==> src/rtl/mem_arb_if.sv <==
// mem_arb_if: requester handshakes and memory port of the fetch/data memory arbiter
interface mem_arb_if #(
  parameter int ADDR_W = 8,
  parameter int DATA_W = 32
);
  logic              f_req;
  logic [ADDR_W-1:0] f_addr;
  logic              f_done;
  logic [DATA_W-1:0] f_rdata;
  logic              d_req;
  logic              d_we;
  logic [ADDR_W-1:0] d_addr;
  logic [DATA_W-1:0] d_wdata;
  logic              d_done;
  logic [DATA_W-1:0] d_rdata;
  logic              mem_en;
  logic              mem_we;
  logic [ADDR_W-1:0] mem_addr;
  logic [DATA_W-1:0] mem_wdata;
  logic [DATA_W-1:0] mem_rdata;
  logic              busy;
  // master is the arbiter, which owns the memory port and answers both requesters
  modport master (
    input  f_req, f_addr, d_req, d_we, d_addr, d_wdata, mem_rdata,
    output f_done, f_rdata, d_done, d_rdata, mem_en, mem_we, mem_addr, mem_wdata, busy
  );
  // slave is the surrounding datapath plus the memory itself
  modport slave (
    output f_req, f_addr, d_req, d_we, d_addr, d_wdata, mem_rdata,
    input  f_done, f_rdata, d_done, d_rdata, mem_en, mem_we, mem_addr, mem_wdata, busy
  );
endinterface

==> src/rtl/mem_arb.sv <==
// mem_arb: round-robin arbiter serializing fetch and data accesses onto one memory port
module mem_arb #(
  parameter int ADDR_W = 8,
  parameter int DATA_W = 32,
  parameter int LAT    = 1
) (
  input logic       clk,
  input logic       rst_f,
  mem_arb_if.master bus
);
  typedef enum logic [1:0] {IDLE, BUSY, RESP} state_t;
  localparam logic [3:0] CNT_LAST = 4'(LAT - 1);
  state_t            state, state_nx;
  logic              owner;
  logic              last_grant;
  logic              we;
  logic [3:0]        cnt;
  logic [ADDR_W-1:0] addr;
  logic [DATA_W-1:0] wdata, f_rdata, d_rdata;
  logic              req, grant_d, last;
  // owner/last_grant use 1 for the data requester; D wins a tie only if F was served last
  assign req     = bus.f_req || bus.d_req;
  assign grant_d = bus.d_req && (!bus.f_req || !last_grant);
  assign last    = cnt == CNT_LAST;
  // state register
  always_ff @(posedge clk or negedge rst_f) begin
    if (!rst_f) state <= IDLE;
    else        state <= state_nx;
  end
  // next state and memory/handshake outputs, all decoded from the current state
  always_comb begin
    state_nx      = (state == IDLE) ? (req ? BUSY : IDLE) : (state == BUSY) ? (last ? RESP : BUSY) : IDLE;
    bus.busy      = state != IDLE;
    bus.mem_en    = state == BUSY;
    bus.mem_we    = state == BUSY && we;
    bus.mem_addr  = (state == BUSY) ? addr : '0;
    bus.mem_wdata = (state == BUSY) ? wdata : '0;
    bus.f_done    = state == RESP && !owner;
    bus.d_done    = state == RESP && owner;
    bus.f_rdata   = f_rdata;
    bus.d_rdata   = d_rdata;
  end
  // latch the granted request, count access cycles, capture read data, remember the winner
  always_ff @(posedge clk or negedge rst_f) begin
    if (!rst_f) begin
      owner      <= 1'b0;
      last_grant <= 1'b1;
      we         <= 1'b0;
      cnt        <= '0;
      addr       <= '0;
      wdata      <= '0;
      f_rdata    <= '0;
      d_rdata    <= '0;
    end else begin
      if (state == IDLE && req) begin
        owner <= grant_d;
        addr  <= grant_d ? bus.d_addr : bus.f_addr;
        we    <= grant_d && bus.d_we;
        wdata <= grant_d ? bus.d_wdata : '0;
        cnt   <= '0;
      end
      if (state == BUSY) begin
        cnt <= cnt + 4'd1;
        if (last && !owner) f_rdata <= bus.mem_rdata;
        if (last && owner && !we) d_rdata <= bus.mem_rdata;
      end
      if (state == RESP) last_grant <= owner;
    end
  end
endmodule

==> src/flat_wrapper.sv <==
// flat-port wrapper written by rule: the top's interface ports become plain ports
module mem_arb_flat 
#(
  parameter int ADDR_W = 8,
  parameter int DATA_W = 32,
  parameter int LAT    = 1
)
  (clk, rst_f, bus_f_req, bus_f_addr, bus_d_req, bus_d_we, bus_d_addr, bus_d_wdata, bus_mem_rdata, bus_f_done, bus_f_rdata, bus_d_done, bus_d_rdata, bus_mem_en, bus_mem_we, bus_mem_addr, bus_mem_wdata, bus_busy);
  mem_arb_if #(.ADDR_W(ADDR_W), .DATA_W(DATA_W)) bus_i ();
  input logic clk;
  input logic rst_f;
  input wire logic [$bits(bus_i.f_req)-1:0] bus_f_req;
  input wire logic [$bits(bus_i.f_addr)-1:0] bus_f_addr;
  input wire logic [$bits(bus_i.d_req)-1:0] bus_d_req;
  input wire logic [$bits(bus_i.d_we)-1:0] bus_d_we;
  input wire logic [$bits(bus_i.d_addr)-1:0] bus_d_addr;
  input wire logic [$bits(bus_i.d_wdata)-1:0] bus_d_wdata;
  input wire logic [$bits(bus_i.mem_rdata)-1:0] bus_mem_rdata;
  output wire logic [$bits(bus_i.f_done)-1:0] bus_f_done;
  output wire logic [$bits(bus_i.f_rdata)-1:0] bus_f_rdata;
  output wire logic [$bits(bus_i.d_done)-1:0] bus_d_done;
  output wire logic [$bits(bus_i.d_rdata)-1:0] bus_d_rdata;
  output wire logic [$bits(bus_i.mem_en)-1:0] bus_mem_en;
  output wire logic [$bits(bus_i.mem_we)-1:0] bus_mem_we;
  output wire logic [$bits(bus_i.mem_addr)-1:0] bus_mem_addr;
  output wire logic [$bits(bus_i.mem_wdata)-1:0] bus_mem_wdata;
  output wire logic [$bits(bus_i.busy)-1:0] bus_busy;
  assign bus_i.f_req = bus_f_req;
  assign bus_i.f_addr = bus_f_addr;
  assign bus_i.d_req = bus_d_req;
  assign bus_i.d_we = bus_d_we;
  assign bus_i.d_addr = bus_d_addr;
  assign bus_i.d_wdata = bus_d_wdata;
  assign bus_i.mem_rdata = bus_mem_rdata;
  assign bus_f_done = bus_i.f_done;
  assign bus_f_rdata = bus_i.f_rdata;
  assign bus_d_done = bus_i.d_done;
  assign bus_d_rdata = bus_i.d_rdata;
  assign bus_mem_en = bus_i.mem_en;
  assign bus_mem_we = bus_i.mem_we;
  assign bus_mem_addr = bus_i.mem_addr;
  assign bus_mem_wdata = bus_i.mem_wdata;
  assign bus_busy = bus_i.busy;
  mem_arb #(.ADDR_W(ADDR_W), .DATA_W(DATA_W), .LAT(LAT)) u_core (.clk(clk), .rst_f(rst_f), .bus(bus_i));
endmodule
==> config.mk <==
export PLATFORM = sky130hd
export DESIGN_NAME = mem_arb_flat
export DESIGN_NICKNAME = d
export VERILOG_FILES = /design/src/rtl/mem_arb_if.sv /design/src/rtl/mem_arb.sv /design/src/flat_wrapper.sv
export SDC_FILE = /design/constraint.sdc
export NUM_CORES = 1
export LEC_CHECK = 0
export CAP_MARGIN = 20
export CORE_ASPECT_RATIO = 1.25
export CORE_MARGIN = 10
export CORE_UTILIZATION = 46
export CTS_BUF_LIST = sky130_fd_sc_hd__clkbuf_8 sky130_fd_sc_hd__clkbuf_16
export DETAILED_ROUTE_END_ITERATION = 12
export PLACE_DENSITY = 0.85
export SLEW_MARGIN = 15
export SYNTH_ARGS = -nofsm -noshare
export SYNTH_HDL_FRONTEND = slang
export SYNTH_SLANG_ARGS = --single-unit
export TNS_END_PERCENT = 10
==> constraint.sdc <==
create_clock -name clk -period 3.1 [get_ports clk]
set_input_delay 0.465 -clock clk [delete_from_list [all_inputs] [get_ports clk]]
set_output_delay 0.465 -clock clk [all_outputs]
set_load 0.05 [all_outputs]
==> metrics.md <==
| Metric | Value |
|---|---|
| Initial core utilization | between 40 and 50% |
| Slowest stage delay, CP | 0.56 ns |
| Routed WL | between 10 and 15 mm |
| Total number of vias | between 3000 and 4000 |
| Setup bufs post-CTS | 0 |
| Maximum clock path buffer count | 2 |
| Grt ovf | 0 |
| Max-cap violation count | 0 |
| Synth Area per Inst | 14.6 sq um |
| Post-placement cell count | around 630 |
| Area growth syn-to-layout | 54.3% |
| Clk_lat worst skew | about 0.41 ns |
| Minimum clock period | ~2.5 ns |
| Drt wl/cell | roughly 20 um |
| Clk sinks | 113 |
| CP required | between 3 and 4 ns |
| CP endpoint kind | flop |
| Cell Chain, Critical Path | inv_1 -> ha_1 -> or3b_4 -> or4_2 -> buf_4 -> mux2_4 |
| Fin. max-slew vios | 0 |
| Post-Syn Nets | just over 400 |
| TritonCTS buffer count | 17 |
| Std cell rows | 41 |
| Peak supply drop | roughly 600 uV |
| Pwr/cell area | roughly 1400 nW/um^2 |
| Die ar. | between 10000 and 15000 sq um |
| Vias in the first global route | approximately 3700 |
| Final TNS setup | 0 ns |
| Slowest-stage cell, CP | or4_2 |
| Leakage | 3.36 nW |
| Router iterations before antenna repair | 4 |
| WS Path Type | reg2reg |
| Synth unique cells | 28 |
| Crit path DAT | 2.74 ns |
| FF-to-FF setup slack | about 0.65 ns |
| Area of the multi-input gates | 1770 sq um |
| Tcrit/Tclk final | approximately 80% |
| R2R depth | 6 |
| Crit Reg-Reg Endpoint | u_core.bus.d_rdata[20] |
| HP Class | in2async |
| Fmax | about 400 MHz |
| Register area share after synthesis | between 60% and 70% |
| DP Wirelength | ~10 mm |
| Htree depth | 4 |
| Synth area leaders | dfrtp_1 59%, mux2_2 11%, mux2_4 9.6%, a22o_1 6.1%, and2_1 5.6% |
| Area of the core | ~10000 sq um |
| Diode count | 0 |
| Clock Skew | ~0.0085 ns |
| Slew @ Worst Pin | around 0.61 ns |
| Setup violators final | 0 |
| CP Launch Type | flop |
| Die height | 133 um |
| I/O Buffers | 193 |
| Hold Vio Cnt, Final | 0 |
| DR vias/cell | a little over 5 |
| Global-route wire length before repair | roughly 21 mm |
| Chip width | approximately 110 um |
| Cts hold-fix bufs | 0 |
| Nets | just over 600 |
| Reg area | between 2000 and 3000 sq um |
| Initial antenna violation count | 0 |
| Worst r2r src | u_core.cnt[0] |
| TritonCTS clock tree | done |
| Share of the synthesized area in the top cell type | between 50% and 60% |
| Crit-path max FO | 32 |
| Clk root buf | clkbuf_16 |
| Status | finished, final reports clean |
| DRC Markers | 0 |
| I/O pin total | about 190 |
| Fill count | approximately 690 |
| Area leader, netlist | dfrtp_1 |
| Warnings from Yosys | 0 |
| Netlist Area Pre-Place | between 4000 and 5000 sq um |
| Remaining antenna violation count | 0 |
| Headroom to the max-slew limit | roughly three fifths |
| Routability cong. | approximately 0.80 |
| Layout cells sized above 1 | between 30 and 40% |
| Synth Register Bits | ~110 |
| CTS-repair resized insts | 0 |
| All-Layer GR Usage | 17.9% |
| Initial DRC count | around 100 |
| Pin count of the biggest net entering global routing | 74 |
| Final std cells w/o fill | between 600 and 700 |
| Worst-path clk slew | roughly 0.05 ns |
| RSZ-0062 raised after global routing | no |
| Synthesized instance count | ~320 |
## metal layers
metal	global-route usage [%]	routed length, um	vias up
met5	0	0	-
met4	5.80	201	0
met3	7.86	1100	17
met2	28.1	6400	153
met1	21.5	5660	1650
li1	-	-	1533
## cell type report
cell class	instances	share of cell area [%]
flip-flops and latches	113	38.9
clock inverters	13	1.98
inverters	5	0.258
multi-input cells	185	24.3
clock buffers	19	6.23
repair buffers	201	26.1
well taps	129	2.22
## state kept, by name, indices dropped and copies added (netlist names)
register / count
u_core.bus.d_rdata: 32
u_core.bus.f_rdata: 32
u_core.wdata: 32
u_core.last_grant: 1
u_core.cnt: 4
u_core.owner: 1
u_core.addr: 8
u_core.state: 2
u_core.we: 1
## power breakdown
part / leakage [nW] / internal (mW) / total (mW) / switching (mW)
logic: 1.68 / 2.09 / 5.45 / 3.36
clock network: 0.305 / 1.29 / 1.94 / 0.651
registers: 1.37 / 2.19 / 2.62 / 0.432
## metrics by stage
stage / hold slack [ns] / area, sq um / utilization (%) / total power, mW / worst slack, ns
global placement: 0.470 / 6670 / 66.4 / 7.95 / 0.748
CTS: 0.0428 / 7270 / 72.3 / 10.1 / 0.626
finish: 0.0435 / 7270 / 72.3 / 10.0 / 0.645
global route: 0.0685 / 7270 / 72.3 / 10.4 / 0.526
floorplan: 0.169 / 4710 / - / 6.30 / 0.682
detailed placement: 0.480 / 6670 / 66.4 / 8.11 / 0.668
## Yosys cell counts
cell type,n
o21ai_0,1
nand2b_1,2
buf_2,7
a21o_1,2
nand3_1,1
dfstp_2,1
mux2_4,30
or3b_4,1
o22ai_1,1
dfrtp_1,112
inv_1,5
nand3b_1,1
nor2_1,7
mux2_2,47
a21boi_1,1
nor3_2,1
o31ai_1,1
o211ai_1,1
mux2_1,3
or4_1,1
xor2_1,2
o21ai_1,1
and2_1,42
a22o_1,33
nand2_1,4
buf_6,3
ha_1,2
clkbuf_1,10
## cells by family (layout without fill, tap and decap cells)
logic type,Yosys count,in the layout,share of synthesized area (%)
AOI/OAI and AO/OA,41,41,7.28
xor gates and xnor gates,2,2,0.372
adders and majority gates,2,2,0.531
buffers and inverters,25,238,2.66
DFF,113,113,60.1
muxes,80,80,21.5
and+or+nand+nor,60,60,7.60
## critical path: cells and delay by family, from the launching register on
family / cells / cell delay [ns]
AND/OR/NAND/NOR: 2 / 0.96
multiplexers: 1 / 0.37
adder cells (fa/ha/maj): 1 / 0.13
flip-flops: 1 / 0.43
buffers and inverters: 2 / 0.43
## cell usage in the layout (no fill, tap or decap)
| master | netlist | layout |
|---|---|---|
| o21ai_0 | 1 | 1 |
| or4_2 | 0 | 1 |
| buf_12 | 0 | 1 |
| nand3b_1 | 1 | 1 |
| xor2_1 | 2 | 2 |
| a22o_1 | 33 | 33 |
| clkbuf_8 | 0 | 2 |
| ha_1 | 2 | 2 |
| a21boi_1 | 1 | 1 |
| clkdlybuf4s50_1 | 0 | 150 |
| mux2_2 | 47 | 47 |
| clkinvlp_4 | 0 | 1 |
| inv_1 | 5 | 7 |
| o211ai_1 | 1 | 1 |
| mux2_1 | 3 | 3 |
| o22ai_1 | 1 | 1 |
| a21o_1 | 2 | 2 |
| and2_1 | 42 | 42 |
| clkinv_4 | 0 | 1 |
| dfrtp_1 | 112 | 112 |
| dfstp_2 | 1 | 1 |
| nand3_1 | 1 | 1 |
| mux2_4 | 30 | 30 |
| o31ai_1 | 1 | 1 |
| nand2_1 | 4 | 4 |
| clkinv_2 | 0 | 6 |
| o21ai_2 | 0 | 1 |
| clkbuf_16 | 0 | 17 |
| buf_4 | 0 | 50 |
| bufinv_16 | 0 | 3 |
| or3b_4 | 1 | 1 |
| nor2_1 | 7 | 7 |
| nor3_4 | 0 | 1 |
| nand2b_1 | 2 | 2 |
## worst max path at each step
stage | startpoint | end | slack, ns | cells after the start
final | u_core.cnt[0] | u_core.bus.d_rdata[20] | 0.65 | 6
after global routing | u_core.state[1] | bus_mem_wdata[2] | 0.53 | 5
after CTS | u_core.state[0] | bus_d_done | 0.63 | 3
after floorplan | u_core.state[1] | bus_mem_addr[0] | 0.68 | 5
after global placement | u_core.cnt[0] | u_core.bus.d_rdata[20] | 0.75 | 6
after detailed placement | u_core.cnt[0] | u_core.bus.d_rdata[11] | 0.67 | 6
Power figures use the tool's default switching activity.
